==> src/rtl/sensor_fault_monitor.sv <==
// Periodic 4-bit sensor fault sampler with debounce and latched alarm.
// Optional cause capture: define SENSOR_FAULT_MONITOR_CAUSE_EN.
module sensor_fault_monitor #(
    parameter int PERIOD   = 4,
    parameter int DEBOUNCE = 3
) (
    input  logic       clk,
    input  logic       rst,
    input  logic       enable,
    input  logic [3:0] sensors,
    input  logic       ack,
    output logic       sample_strobe,
    output logic       alarm,
    output logic [3:0] fault_count,
    output logic [2:0] cause
);

    typedef enum logic [1:0] {
        S_IDLE,
        S_WAIT,
        S_EVAL,
        S_ALARM
    } state_t;

    localparam logic [7:0] PLAST = 8'(PERIOD - 1);
    localparam logic [3:0] DLAST = 4'(DEBOUNCE - 1);

    state_t     state_q, state_d;
    logic [7:0] pcnt_q, pcnt_d;
    logic [3:0] hcnt_q, hcnt_d;
    logic [3:0] samp_q, samp_d;
    logic [3:0] fcnt_q, fcnt_d;
    logic       fault;
    logic       raise;
    logic       leave;

    assign fault = samp_q[0] | (samp_q[1] & (samp_q[2] | samp_q[3]));

    always_comb begin
        state_d = state_q;
        pcnt_d  = pcnt_q;
        hcnt_d  = hcnt_q;
        samp_d  = samp_q;
        fcnt_d  = fcnt_q;
        raise   = 1'b0;
        leave   = 1'b0;
        unique case (state_q)
            S_IDLE: begin
                pcnt_d = '0;
                hcnt_d = '0;
                samp_d = '0;
                if (enable) state_d = S_WAIT;
            end
            S_WAIT: begin
                if (!enable) begin
                    state_d = S_IDLE;
                    pcnt_d  = '0;
                    hcnt_d  = '0;
                end else if (pcnt_q == PLAST) begin
                    samp_d  = sensors;
                    pcnt_d  = '0;
                    state_d = S_EVAL;
                end else begin
                    pcnt_d = pcnt_q + 8'd1;
                end
            end
            S_EVAL: begin
                if (!enable) begin
                    state_d = S_IDLE;
                    hcnt_d  = '0;
                end else if (!fault) begin
                    hcnt_d  = '0;
                    state_d = S_WAIT;
                end else if (hcnt_q == DLAST) begin
                    hcnt_d  = '0;
                    state_d = S_ALARM;
                    raise   = 1'b1;
                    if (fcnt_q != 4'hF) fcnt_d = fcnt_q + 4'd1;
                end else begin
                    hcnt_d  = hcnt_q + 4'd1;
                    state_d = S_WAIT;
                end
            end
            S_ALARM: begin
                // Disabling never drops a pending alarm; only ack leaves.
                if (ack) begin
                    leave   = 1'b1;
                    pcnt_d  = '0;
                    hcnt_d  = '0;
                    state_d = enable ? S_WAIT : S_IDLE;
                end
            end
            default: state_d = S_IDLE;
        endcase
    end

    always_ff @(posedge clk) begin
        if (rst) begin
            state_q <= S_IDLE;
            pcnt_q  <= '0;
            hcnt_q  <= '0;
            samp_q  <= '0;
            fcnt_q  <= '0;
        end else begin
            state_q <= state_d;
            pcnt_q  <= pcnt_d;
            hcnt_q  <= hcnt_d;
            samp_q  <= samp_d;
            fcnt_q  <= fcnt_d;
        end
    end

    assign sample_strobe = (state_q == S_WAIT) && (pcnt_q == PLAST);
    assign alarm         = (state_q == S_ALARM);
    assign fault_count   = fcnt_q;

`ifdef SENSOR_FAULT_MONITOR_CAUSE_EN
    logic [2:0] cause_q, cause_d;

    always_comb begin
        cause_d = cause_q;
        if (raise) begin
            cause_d = {samp_q[1] & samp_q[3], samp_q[1] & samp_q[2], samp_q[0]};
        end else if (leave) begin
            cause_d = '0;
        end
    end

    always_ff @(posedge clk) begin
        if (rst) cause_q <= '0;
        else     cause_q <= cause_d;
    end

    assign cause = cause_q;
`else
    logic unused_cause;
    assign unused_cause = raise | leave;
    assign cause        = 3'b000;
`endif

endmodule

==> config.mk <==
export PLATFORM = sky130hd
export DESIGN_NAME = sensor_fault_monitor
export DESIGN_NICKNAME = d
export VERILOG_FILES = /design/src/rtl/sensor_fault_monitor.sv
export SDC_FILE = /design/constraint.sdc
export NUM_CORES = 1
export LEC_CHECK = 0
export ABC_AREA = 1
export CAP_MARGIN = 5
export CORE_AREA = 5 5 55 52
export DETAILED_ROUTE_END_ITERATION = 8
export DIE_AREA = 0 0 60 57
export PLACE_DENSITY_LB_ADDON = 0.1
export SKIP_LAST_GASP = 1
export SLEW_MARGIN = 5
export SYNTH_ARGS = -nofsm -noshare
export SYNTH_HDL_FRONTEND = slang
export SYNTH_SLANG_ARGS = --single-unit
==> constraint.sdc <==
create_clock -name clk -period 2.5 [get_ports clk]
set_clock_uncertainty 0.15 [all_clocks]
set_input_delay 0.5 -clock clk [delete_from_list [all_inputs] [get_ports clk]]
set_output_delay 0.5 -clock clk [all_outputs]
set_load 0.02 [all_outputs]
==> results.md, run 1 <==
- In this run the count of I/O pins placed on the die edge is 17.
- The reg-to-reg critical path startpoint is hcnt_q[0].
- Across all layers, the routed design uses 1048 vias.
- The clock reaches the later pin of the worst-skew pair after 310 ps.
- The initial antenna violation count is 0.
- After clock tree synthesis, the flow added hold-fix buffers numbering 0.
- Buffers placed on the I/O ports in this run total 13.
- Sorting the synthesized cells by area gives the leading types as sky130_fd_sc_hd__dfxtp_1, sky130_fd_sc_hd__nand2_1, sky130_fd_sc_hd__nor2_1, sky130_fd_sc_hd__nand3_1, sky130_fd_sc_hd__a21oi_1.
- Of the total power, the share spent switching nets is 0.211.
- Across every metal layer, demand over resource in global routing totals 0.147.
- The total area inside the core boundary comes to 0.00230 mm^2.
- The per-cell via count in the routed design is 5.01.
- The post-synthesis cell type count is 27.
- STA classifies the critical path endpoint as an output port.
- The leftover overflow at the end of global routing is 0.
- In the final routed layout, each cell accounts on average for 10.9 um.
- The initialized floorplan defines 17 standard-cell rows.
- The multi-input logic area is 629 um^2.
- The final worst-path cycle share is 0.915.
- The main flop type after synthesis is sky130_fd_sc_hd__dfxtp_1.
- The worst-case IR drop observed on VDD is 0.352 mV.
- By startpoint and endpoint, the worst setup path is classified as reg2out.
- The kind of launch point of the worst setup path is a flip-flop.
- The first-pass GRT wire length is 3.95 mm.
- The floorplan step set the die height to 57 um.
- The post-synthesis average cell area is 7.04 um^2.
- The maximum buffer depth of the clock tree is 2.
- Power comes to 673 uW.
- For this run, the number of Yosys warnings is 0.
- Yosys instantiated no cell more often than sky130_fd_sc_hd__nand2_1.
- The portion of total power attributed to combinational logic is 0.062.
- The total internal power is 532 uW.
- The total of max-cap violations is 0.
- STA puts the critical path data required time at 1850 ps.
- In this run the horizontal extent of the chip is 60 um.
- Detailed placement ended at an HPWL of 1.74 mm.
- The net count of the finished layout is 194.
- The power density over the cells is 494 mW/mm^2.
- In this design, the largest share of critical-path delay is due to flip-flops.
- In this run the number of H-tree levels came out at 1.
- For this run, the detailed router's first-pass iteration total came to 4.
- TritonCTS built the clock tree.
- The cell type with the largest total area after synthesis is sky130_fd_sc_hd__dfxtp_1.
- The startpoint of the most critical hold path is samp_q[2].
- In this run, CTS created clock tree buffers numbering 3.
- For this run, the register share of the synthesized area comes to 0.377.
- The number of max-slew violations in the final report is 0.
- After synthesis the netlist holds a flip-flop and latch count of 22.
- The number of cells in the finished layout apart from fillers is 209.
- The final critical-path required period is 2290 ps.
- The clock input transition at the sequential cells of the worst setup and hold paths is 120 ps.
- The share of final-layout standard cells stronger than drive strength 1 is 0.0939.
- The peak per-stage delay on the critical path is 390 ps.
- The critical path goes through ha_1 -> nand2_1 -> nor2_1 -> nand2_1 -> inv_1 -> nand2_1 -> inv_1 -> clkbuf_2.
- The final layout contains routed wiring with a total length of 2.28 mm.
- In the final layout, flip-flops and latches occupy 440 um^2.
- In this run the worst hold path is classified as reg2reg.
- The overall die area is 0.00342 mm^2.
- Summed over all failing endpoints, the final setup total negative slack is 0 ps.
- The clock share of power is 0.410.
- The diode insertion count for antenna repair is 0.
- The cell at the slowest stage of the critical path is sky130_fd_sc_hd__dfxtp_1.
- Setup repair after global routing left no endpoint under its margin.
- The maximum clock rate is 437 MHz.
- After detailed routing, the number of remaining DRC violations is 0.
- The post-synthesis instance area is 0.00117 mm^2.
- The flow ran to the end, and the final reports show no timing, DRC or antenna violations.
- The final antenna-violating net count is 0.
- The share of synthesized registers carrying an async set or reset is 0.
- The number of flops mapped to enable cells by yosys is 0.
- For this configuration, the core starts out at a cell density of 0.509.
- The share of the synthesized area in the top cell type is 0.377.
- The leakage power is 0.000582 uW.
- The total clock sinks is 22.
- The instance count of the mapped netlist is 166.
- By instance count, the cell type seen most on the critical path is sky130_fd_sc_hd__nand2_1.
- The number of setup buffers added after CTS is 0.
- The number of failing hold endpoints at the final stage is 0.
- The number of placed cells counting well taps is 205.
- The via count of the first global-routing pass is 1008.
- The detailed router finished its first iteration with 24 violations.
- The combined buffer and inverter count along the critical path is 3.
- The commonest cells after synthesis are sky130_fd_sc_hd__nand2_1, sky130_fd_sc_hd__nor2_1, sky130_fd_sc_hd__dfxtp_1.
- CTS placed an instance of sky130_fd_sc_hd__clkbuf_4 at the clock tree root.
- Entering global routing, the biggest net connects 14 pins.
- Of all nets on the critical path, the largest fanout is 6.
- Hold timing on the final database bottoms out at a slack of 335 ps.
- Data on the critical path arrives at its endpoint at 1640 ps.
- The global placer's final weighted congestion is 0.824.
- Tracing the worst setup path back leads to its startpoint at pcnt_q[0].
- The number of filler instances in the final layout is 216.
- The setup violation total in the final timing report is 0.
- For this design the total switching power over the nets is 142 uW.
- The part of the total power dissipated in sequential elements is 0.528.
- Relative to the synthesized area, the layout overhead comes to 16.6%.
[repair_timing]
item | 4_1_cts | 5_1_grt
hold endpoints to repair | 0 | 0
setup endpoints to repair | 1 | 1
gates cloned | 0 | 0
gates resized for setup | 1 | 2
[power by group through the flow]
stage	Clock (uW)	Sequential (uW)	Combinational [uW]
6_report	276	356	42.0
5_1_grt	304	356	46.6
4_1_cts	286	356	42.2
3_5_place_dp	0	363	42.0
3_3_place_gp	0	363	41.8
2_1_floorplan	0	363	29.0
[metal layers]
layer	up-vias	part of all wire	track usage
met3	4	0.038	0.0249
li1	560	-	-
met5	-	0	0
met2	13	0.51	0.264
met1	471	0.44	0.166
met4	0	0.013	0.0633
[worst reg2reg max path: stages (launching register included)]
cell and delay [ps]:
sky130_fd_sc_hd__dfxtp_1 340, sky130_fd_sc_hd__inv_1 100, sky130_fd_sc_hd__ha_1 170, sky130_fd_sc_hd__nand2_1 50
sky130_fd_sc_hd__nor2_1 130, sky130_fd_sc_hd__nand3_1 110, sky130_fd_sc_hd__nor2_1 270, sky130_fd_sc_hd__nand2_1 90
sky130_fd_sc_hd__a21oi_1 130
[worst paths after layout]
path | endpoint | slack (ps) | cells after the start
worst max-delay path | sample_strobe | 210 | 8
worst min-delay path | samp_q[2] | 340 | 2
worst max register to register | fault_count[3] | 890 | 8
worst min register to register | samp_q[2] | 340 | 2
[sequential cells by signal (all words and copies together), names as in the netlist]
register     flops
pcnt_q           8
state_q          2
hcnt_q           4
fault_count      4
samp_q           4
[placed cells by master, fill, tap and decap left out, types with 4 or more instances in the layout]
master                            count
sky130_fd_sc_hd__nand3_1             14
sky130_fd_sc_hd__inv_1               17
sky130_fd_sc_hd__a21oi_1             13
sky130_fd_sc_hd__clkdlybuf4s50_1     12
sky130_fd_sc_hd__ha_1                 4
sky130_fd_sc_hd__nand4_1              6
sky130_fd_sc_hd__dfxtp_1             22
sky130_fd_sc_hd__nor2_1              24
sky130_fd_sc_hd__nand2_1             37
[stage by stage]
stage | setup WS [ps] | util | area [um^2]
after floorplan | 779 | - | 1180
after global placement | 196 | 0.572 | 1320
after detailed placement | 158 | 0.572 | 1320
after CTS | 28.3 | 0.595 | 1370
after global routing | 0.0632 | 0.593 | 1360
final | 212 | 0.593 | 1360
[cells by family (layout without fill, tap and decap cells)]
logic type               count (synthesis)  count (layout)  synth area share
adder cells (fa/ha/maj)                  4               4            0.0428
buffers and inverters                   25              38            0.0910
multiplexers                             1               1           0.00857
AND/OR/NAND/NOR                         88              88             0.337
other                                    1               3           0.00321
XOR/XNOR                                 4               4            0.0300
flip-flops                              22              22             0.377
AO/OA/AOI/OAI                           21              21             0.110
[area by class of cell]
class | instances | area share
Clock inverter | 1 | 0.0220
Tap cell | 28 | 0.0257
Inverter | 21 | 0.0588
Clock buffer | 3 | 0.0165
Multi-Input combinational cell | 121 | 0.462
Sequential cell | 22 | 0.323
Timing Repair Buffer | 13 | 0.0918
Note: power is estimated with default switching activity, not from simulation.
==> inputs of run 2 (changes only) <==
--- a/config.mk
+++ b/config.mk
@@ -10,6 +10,7 @@
 export CORE_AREA = 5 5 55 52
 export DETAILED_ROUTE_END_ITERATION = 8
 export DIE_AREA = 0 0 60 57
+export HOLD_SLACK_MARGIN = 0.06
 export PLACE_DENSITY_LB_ADDON = 0.1
 export SKIP_LAST_GASP = 1
 export SLEW_MARGIN = 5
==> results of run 2 <==
Same layout as run 1: the final DEF is identical, and so are final timing and power.
==> inputs of run 3 (changes only) <==
--- a/config.mk
+++ b/config.mk
@@ -10,6 +10,7 @@
 export CORE_AREA = 5 5 55 52
 export DETAILED_ROUTE_END_ITERATION = 8
 export DIE_AREA = 0 0 60 57
+export GPL_ROUTABILITY_DRIVEN = 0
 export HOLD_SLACK_MARGIN = 0.06
 export PLACE_DENSITY_LB_ADDON = 0.1
 export SKIP_LAST_GASP = 1
==> results of run 3 <==
Same layout as run 1: the final DEF is identical, and so are final timing and power.
